==> src/rtl/regfile_wb_arbiter_pkg.sv <==
// Shared widths for the writeback arbiter slice.
// Register-file geometry and writeback source count.
package regfile_wb_arbiter_pkg;
   localparam int RegNumLog2 = 5;
   localparam int RegBusW = 32;
   localparam int WbSrcNum = 3;
   localparam logic RstEnable = 1'b1;
   localparam logic WriteEnable = 1'b1;
endpackage

==> src/rtl/regfile_wb_arbiter_rr_arbiter.sv <==
// Round-robin arbiter with a registered priority pointer.
// Grant is combinational; pointer moves past the winner on adv.
module rr_arbiter
   import regfile_wb_arbiter_pkg::*;
#(
   parameter int N = 3
) (
   input  logic                 clk,
   input  logic                 rst,
   input  logic [N-1:0]         req,
   input  logic                 adv,
   output logic [N-1:0]         gnt,
   output logic [$clog2(N)-1:0] ptr
);
   localparam int PW = $clog2(N);

   logic [PW-1:0] ptr_q;
   logic [PW-1:0] ptr_d;
   logic          found;

   // First requester at/after ptr wins, else lowest below ptr
   always_comb begin
      gnt = '0;
      ptr_d = ptr_q;
      found = 1'b0;
      if (rst != RstEnable) begin
         for (int i = 0; i < N; i++) begin
            if (!found && req[i] && i >= int'(ptr_q)) begin
               found = 1'b1;
               gnt[i] = 1'b1;
               ptr_d = (i == N - 1) ? '0 : PW'(i + 1);
            end
         end
         for (int i = 0; i < N; i++) begin
            if (!found && req[i]) begin
               found = 1'b1;
               gnt[i] = 1'b1;
               ptr_d = (i == N - 1) ? '0 : PW'(i + 1);
            end
         end
         if (!adv) ptr_d = ptr_q;
      end
   end

   // Pointer register
   always_ff @(posedge clk) begin
      if (rst == RstEnable) ptr_q <= '0;
      else                  ptr_q <= ptr_d;
   end

   assign ptr = ptr_q;
endmodule

==> src/rtl/regfile_wb_arbiter.sv <==
// Writeback port arbiter in front of the register file.
// Round-robin grant, one registered write per cycle, hazard query.
module regfile_wb_arbiter
   import regfile_wb_arbiter_pkg::*;
#(
   parameter int NUM_SRC = WbSrcNum,
   parameter int ADDR_W = RegNumLog2,
   parameter int DATA_W = RegBusW
) (
   input  logic                      clk,
   input  logic                      rst,
   input  logic [NUM_SRC-1:0]        src_valid,
   input  logic [NUM_SRC*ADDR_W-1:0] src_waddr,
   input  logic [NUM_SRC*DATA_W-1:0] src_wdata,
   output logic [NUM_SRC-1:0]        src_ready,
   output logic                      rf_we,
   output logic [ADDR_W-1:0]         rf_waddr,
   output logic [DATA_W-1:0]         rf_wdata,
   input  logic [ADDR_W-1:0]         qry_addr,
   output logic                      qry_hit,
   output logic                      busy
);
   logic [NUM_SRC-1:0]         gnt;
   logic [$clog2(NUM_SRC)-1:0] rr_ptr;
   logic                       any_gnt;
   logic [ADDR_W-1:0]          sel_waddr;
   logic [DATA_W-1:0]          sel_wdata;
   logic                       src_hit;
   logic                       rf_we_q, rf_we_d;
   logic [ADDR_W-1:0]          rf_waddr_q, rf_waddr_d;
   logic [DATA_W-1:0]          rf_wdata_q, rf_wdata_d;

   rr_arbiter #(.N(NUM_SRC)) u_arb (
      .clk (clk),
      .rst (rst),
      .req (src_valid),
      .adv (1'b1),
      .gnt (gnt),
      .ptr (rr_ptr)
   );

   assign src_ready = gnt;
   assign any_gnt = |gnt;

   // AND-OR mux of the granted source
   always_comb begin
      sel_waddr = '0;
      sel_wdata = '0;
      for (int i = 0; i < NUM_SRC; i++) begin
         sel_waddr |= src_waddr[i*ADDR_W +: ADDR_W] & {ADDR_W{gnt[i]}};
         sel_wdata |= src_wdata[i*DATA_W +: DATA_W] & {DATA_W{gnt[i]}};
      end
   end

   // Next output-stage write; writes to $zero are dropped
   always_comb begin
      rf_we_d = ~WriteEnable;
      rf_waddr_d = rf_waddr_q;
      rf_wdata_d = rf_wdata_q;
      if (any_gnt) begin
         rf_we_d = (sel_waddr != '0) ? WriteEnable : ~WriteEnable;
         rf_waddr_d = sel_waddr;
         rf_wdata_d = sel_wdata;
      end
   end

   // Output-stage register
   always_ff @(posedge clk) begin
      if (rst == RstEnable) begin
         rf_we_q <= ~WriteEnable;
         rf_waddr_q <= '0;
         rf_wdata_q <= '0;
      end else begin
         rf_we_q <= rf_we_d;
         rf_waddr_q <= rf_waddr_d;
         rf_wdata_q <= rf_wdata_d;
      end
   end

   // Hazard query over requests and the output stage
   always_comb begin
      src_hit = 1'b0;
      for (int i = 0; i < NUM_SRC; i++) begin
         if (src_valid[i] && src_waddr[i*ADDR_W +: ADDR_W] == qry_addr)
            src_hit = 1'b1;
      end
      qry_hit = (rst != RstEnable) && (qry_addr != '0) &&
                (src_hit || (rf_we_q && rf_waddr_q == qry_addr));
   end

   assign busy = (rst != RstEnable) && ((|src_valid) || rf_we_q);
   assign rf_we = rf_we_q;
   assign rf_waddr = rf_waddr_q;
   assign rf_wdata = rf_wdata_q;

   a_ptr_range: assert property (@(posedge clk) disable iff (rst)
      int'(rr_ptr) < NUM_SRC);
endmodule

==> config.mk <==
export PLATFORM = sky130hd
export DESIGN_NAME = regfile_wb_arbiter
export DESIGN_NICKNAME = d
export VERILOG_FILES = /design/src/rtl/regfile_wb_arbiter_pkg.sv /design/src/rtl/regfile_wb_arbiter_rr_arbiter.sv /design/src/rtl/regfile_wb_arbiter.sv
export SDC_FILE = /design/constraint.sdc
export NUM_CORES = 1
export LEC_CHECK = 0
export ABC_AREA = 1
export BUFFER_PORTS_ARGS = -buffer_cell sky130_fd_sc_hd__buf_2
export CAP_MARGIN = 20
export CORE_ASPECT_RATIO = 0.9
export CORE_MARGIN = 1
export CORE_UTILIZATION = 30
export CTS_CLUSTER_SIZE = 10
export DETAILED_ROUTE_END_ITERATION = 16
export PLACE_DENSITY_LB_ADDON = 0.15
export SYNTH_ARGS = -nofsm -noshare
export SYNTH_HDL_FRONTEND = slang
export SYNTH_HIERARCHICAL = 1
export SYNTH_SLANG_ARGS = --single-unit
==> constraint.sdc <==
create_clock -name clk -period 4.6 [get_ports clk]
set_input_delay 0.46 -clock clk [delete_from_list [all_inputs] [get_ports clk]]
set_output_delay 0.46 -clock clk [all_outputs]
set_load 0.01 [all_outputs]
# After elaboration in Yosys (flattened, before gate mapping)

Cells that the tools add are included.
Widths: inputs -> output; s select.

$lt $le $gt $ge: 3
Equality and inequality tests: 4
Muxes and demuxes: 25
Bitwise operators: 12
Reduce and logical (&&, ||, !) cells: 31

Operator list:

| cell               | number |
|---|---|
| $and 32x32->32     | 3 |
| $or 32x32->32      | 2 |
| $eq 5x5->1         | 4 |
| $mux 1             | 19 |
| $and 5x5->5        | 3 |
| $logic_and 1x1->1  | 15 |
| $reduce_bool 5->1  | 3 |
| $mux 2             | 5 |
| $or 5x5->5         | 2 |
| $reduce_or 3->1    | 3 |
| $logic_not 1->1    | 5 |
| $ge 1x2->1 const A | 2 |
| $reduce_bool 4->1  | 1 |
| $reduce_or 2->1    | 2 |
| $mux 3             | 1 |
| $ge 2x2->1 const A | 1 |
| $logic_or 1x1->1   | 2 |
| $not 1->1          | 2 |

Flip-flop bits (word level): 40
Input bits: 121
Output and inout port bits: 43
Logic and storage cells: 80

# Longest topological paths before layout

Word-level depth: 31
Depth in mapped cells: 13

# Cells and area by module

The synthesis kept the hierarchy.

By module, submodules not included:

| module             | times used | cells each | area each (µm²) |
|---|---|---|---|
| regfile_wb_arbiter | 1          | 360        | 2404.8 |
| rr_arbiter         | 1          | 37         | 210.2 |

# Worst setup path before layout

No wires, ideal clock.

Kind: input to register
Start point: input src_valid[1]
End point: register rf_wdata_q[31] (netlist: rf_wdata[31])
Data arrival time: 1858 ps
Setup slack: 2661 ps
Cell stages on the path: 9
Buffers on the path: 2
Cells stage by stage: nand2_1 > nand4_2 > nor2_1 > nand2_1 > a21oi_1 > buf_2 > buf_2 > nand2_1 > a41oi_1

Longest elaborated chain between the ends: 23

Ends and longest elaborated chain:

| item                           | line                                | source |
|---|---|---|
| start, declared                | regfile_wb_arbiter.sv:12            | `input logic [NUM_SRC-1:0] src_valid,` |
| $logic_and 1x1->1 (2 in a row) | regfile_wb_arbiter_rr_arbiter.sv:28 | `if (!found && req[i] && i >= int'(ptr_q)) begin` |
| $mux 1                         | regfile_wb_arbiter_rr_arbiter.sv:28 |  |
| $mux 1                         | regfile_wb_arbiter_rr_arbiter.sv:26 | `if (rst != RstEnable) begin` |
| $logic_not 1->1                | regfile_wb_arbiter_rr_arbiter.sv:28 |  |
| $logic_and 1x1->1 (2 in a row) | regfile_wb_arbiter_rr_arbiter.sv:28 |  |
| $mux 1                         | regfile_wb_arbiter_rr_arbiter.sv:28 |  |
| $mux 1                         | regfile_wb_arbiter_rr_arbiter.sv:26 |  |
| $logic_not 1->1                | regfile_wb_arbiter_rr_arbiter.sv:35 | `if (!found && req[i]) begin` |
| [... 6 more ...]               | n/a                                 |  |
| $mux 1                         | regfile_wb_arbiter_rr_arbiter.sv:26 |  |
| $logic_not 1->1                | regfile_wb_arbiter_rr_arbiter.sv:35 |  |
| $logic_and 1x1->1              | regfile_wb_arbiter_rr_arbiter.sv:35 |  |
| $mux 1 *                       | regfile_wb_arbiter_rr_arbiter.sv:35 |  |
| $mux 3 *                       | regfile_wb_arbiter_rr_arbiter.sv:26 |  |
| named net src_ready[2]         | regfile_wb_arbiter.sv:15            | `output logic [NUM_SRC-1:0] src_ready,` |
| $and 32x32->32                 | regfile_wb_arbiter.sv:51            | `sel_wdata \|= src_wdata[i*DATA_W +: DATA_W] & {DATA_W{gnt[i]}};` |
| $or 32x32->32                  | regfile_wb_arbiter.sv:51            |  |
| end signal, assigned           | regfile_wb_arbiter.sv:76            | `rf_wdata_q <= rf_wdata_d;` |
| end, declared                  | regfile_wb_arbiter.sv:31            | `logic [DATA_W-1:0] rf_wdata_q, rf_wdata_d;` |

Mark *: on every way through the listed nets, which the timed path passes. The rest lies on a longest branch. The select of a mux whose other input is x is not followed.
A chain may end at the register's enable or synchronous reset.

# Final worst setup path

Start point: register u_arb.ptr_q[0] (netlist: u_arb/ptr[0])
End point: register rf_wdata_q[18] (netlist: rf_wdata[18])

Longest elaborated chain between the ends: 28

Ends and longest elaborated chain:

| item                           | line                                | source |
|---|---|---|
| start, declared                | regfile_wb_arbiter_rr_arbiter.sv:17 | `logic [PW-1:0] ptr_q;` |
| start signal, assigned         | regfile_wb_arbiter_rr_arbiter.sv:48 | `else ptr_q <= ptr_d;` |
| $ge 1x2->1                     | regfile_wb_arbiter_rr_arbiter.sv:28 |  |
| $logic_and 1x1->1              | regfile_wb_arbiter_rr_arbiter.sv:28 |  |
| $mux 1                         | regfile_wb_arbiter_rr_arbiter.sv:28 |  |
| $mux 1                         | regfile_wb_arbiter_rr_arbiter.sv:26 |  |
| $logic_not 1->1                | regfile_wb_arbiter_rr_arbiter.sv:28 |  |
| $logic_and 1x1->1 (2 in a row) | regfile_wb_arbiter_rr_arbiter.sv:28 |  |
| $mux 1                         | regfile_wb_arbiter_rr_arbiter.sv:28 |  |
| $mux 1                         | regfile_wb_arbiter_rr_arbiter.sv:26 |  |
| [... 11 more ...]              | n/a                                 |  |
| $mux 1                         | regfile_wb_arbiter_rr_arbiter.sv:35 |  |
| $mux 1                         | regfile_wb_arbiter_rr_arbiter.sv:26 |  |
| $logic_not 1->1                | regfile_wb_arbiter_rr_arbiter.sv:35 |  |
| $logic_and 1x1->1              | regfile_wb_arbiter_rr_arbiter.sv:35 |  |
| $mux 1                         | regfile_wb_arbiter_rr_arbiter.sv:35 |  |
| $mux 3 *                       | regfile_wb_arbiter_rr_arbiter.sv:26 |  |
| $and 32x32->32                 | regfile_wb_arbiter.sv:51            |  |
| $or 32x32->32                  | regfile_wb_arbiter.sv:51            |  |

Mark *: on every way between the ends. The rest lies on a longest branch, timed or not. The select of a mux whose other input is x is not followed.

==> results.toml <==
[placed_design]
place_area_sq_um = 3530
hpwl_um = 6130
dp.cells = 660
portBuffers = 163
gp_congestion = 0.848

[cts]
htreeDepth = 2
cts_root_buffer = "clkbuf_8"
clock-sinks = 40
cts-buffers-inserted = 5
cts-resized-gates = 0
cts_hold_buf = 0
cts_tree = "yes"
cts_buffer_depth = 2
clock_latency_ns = 0.28
cts_setup_buffers = 0
path_clk_slew_ns = 0.08

[floorplan]
die_area_sq_um = 9090
start_util_pct = 31.7
coreArea_sq_um = 8260
die_h_um = 90.6
io_pins = 164
num_rows = 31
fp.dieW_um = 100

[power_and_ir_drop]
power_frac_clock_pct = 29.0
p_switching_uw = 302
total_leakage_power_nw = 1.75
sequentialPowerShare_pct = 41.5
comb_power_share_pct = 29.5
p_per_area_nw_per_um2 = 264
peakVddDrop_uv = 118
p_int_uw = 663
swShare_pct = 31.3

[timing]
post-route-min-period_ns = 2.43
relSlewSlack_pct = 58.0
tightestPinTransition_ns = 0.630
grt_setup_unrepaired = "false"
whs_ns = 0.472
finalHoldViolCount = 0
fin_skew_ns = 0.00938
timing_max_transition_violations_final = 0
timing.fmax_mhz = 412
period_share_pct = 52.8
finalSetupViolations = 0
fin_setup_tns_ns = 0

[synthesis]
yosys_warnings = 6
synth.ff_latch_count = 40
synth_area_sq_um = 2620
synthCells = 397
synth_area_leaders = "dfxtp_1 (31%), nand2_1 (30%), a41oi_2 (16%)"
yosysTopAreaCell = "dfxtp_1"
yosysSeqAreaShare_pct = 30.6
synth.distinct_cells = 22
syn_area_per_cell_sq_um = 6.59
synth_top_area_share_pct = 30.6
syn_nets = 518

[setup_path]
worstSetupEndpointType = "register"
r2r-start = "u_arb/ptr[0]"
cp-start-kind = "register"
crit_fanout = 39
cp.required_ns = 4.82
r2r_end = "rf_wdata[18]"
r2r_cells = 12
reg2reg_slack_ns = 2.17
critPathArrivalTime_ns = 2.64
critPathKind = "reg -> reg"

[job]
cap_violations = 0

[global_routing]
globalRoute.totalOverflow = 0
grt_pass1_vias = 2833
grt_use_total_pct = 17.8
grt_max_degree = 42
grt_pass1_wl_um = 13100
antenna_found_initial = 0

[final_layout]
synthToLayoutAreaGrowth_pct = 39.5
final_util_pct = 44.2
layout.cells.most_common = "nand2_1"
final_cell_mix = "nand2_1 (208), buf_2 (163), dfxtp_1 (40)"
finalNonFillerCells = 669
diodes = 0
design_area_sq_um = 3650
drive_gt1_share_pct = 38.8
nets = 674

[detailed_routing]
antenna_left = 0
vias = 3076
wl_um = 8230
drtIter0Drc = 177
wl_per_cell_um = 12.3
avgViaCountPerCell = 4.60
dr.pass1.iters = 5
drc = 0

[hold_path]
min-delay-start = "src_wdata[73]"
hold_class = "in -> reg"
min_to = "rf_wdata[9]"
worstHoldPathCells = 3

[run_status]
run_status = "completed"
layout make-up:
| cell class | count | area (sq um) |
|---|---|---|
| well taps | 115 | 144 |
| clock buffers | 6 | 72.6 |
| multi-input cells | 306 | 1610 |
| clock inverters | 2 | 35.0 |
| repair buffers | 169 | 868 |
| inverters | 31 | 116 |
| fillers | 922 | 4610 |
| flip-flops and latches | 40 | 801 |
worst max-delay path, stage by stage (launching register included):
cell	delay, ns
dfxtp_1	0.33
inv_1	0.09
nand3_2	0.13
nand4_2	0.12
o21ai_2	0.07
inv_1	0.09
nor2_4	0.03
buf_4	0.25
nor3_4	0.58
buf_8	0.24
buf_4	0.18
nand2_1	0.08
a41oi_2	0.12
stage by stage:
stage / setup WS (ns) / total power, mW
after floorplan: 2.66 / 0.568
after global placement: 1.72 / 0.689
after detailed placement: 1.63 / 0.692
after CTS: 1.83 / 0.978
after global routing: 1.99 / 1.03
final: 2.17 / 0.965
routing by layer:
| layer | wire, um | global-route usage, % | vias up |
|---|---|---|---|
| met5 | 0 | 0 | - |
| met3 | 552 | 4.10 | 4 |
| met1 | 3710 | 22.6 | 1378 |
| li1 | - | - | 1589 |
| met2 | 3910 | 30.4 | 105 |
| met4 | 53 | 3.74 | 0 |
power by group through the flow:
stage          combinational, mW  sequential [mW]  clock [mW]
3_3_place_gp               0.281            0.409           0
6_report                   0.284            0.401       0.280
5_1_grt                    0.316            0.405       0.312
2_1_floorplan              0.147            0.420           0
4_1_cts                    0.284            0.401       0.293
3_5_place_dp               0.283            0.408           0
how the worst max path moves through the flow:
stage	cells after the start	start	endpoint	slack (ns)
after floorplan	9	src_valid[1]	rf_wdata[31]	2.66
after global placement	11	src_valid[0]	rf_wdata[18]	1.72
after detailed placement	11	src_valid[0]	rf_wdata[18]	1.63
after CTS	11	u_arb/ptr[0]	rf_wdata[18]	1.83
after global routing	8	u_arb/ptr[1]	src_ready[2]	1.99
final	12	u_arb/ptr[0]	rf_wdata[18]	2.17
Yosys cell counts:
master / count
a21oi_1: 9
a21oi_2: 1
a41oi_1: 7
a41oi_2: 25
buf_2: 15
buf_6: 3
clkbuf_1: 2
conb_1: 1
dfxtp_1: 40
inv_1: 28
inv_2: 3
nand2_1: 208
nand2_2: 3
nand3_1: 12
nand3_2: 1
nand4_1: 3
nand4_2: 1
nor2_1: 29
nor3_4: 1
nor4_1: 1
o21ai_0: 3
o21ai_2: 1
sequential cells by signal, summed over array words and instances, names as in the netlist:
signal and count:
rf_we 1, u_arb/ptr 2, rf_waddr 5, rf_wdata 32
cells by family after synthesis:
| kind of cell | after synthesis | synth area share (%) |
|---|---|---|
| compound gates | 46 | 20.9 |
| other cells | 1 | 0.143 |
| buf+inv | 51 | 8.90 |
| simple gates | 259 | 39.5 |
| flops | 40 | 30.6 |
(Power assumes the default switching activity.)
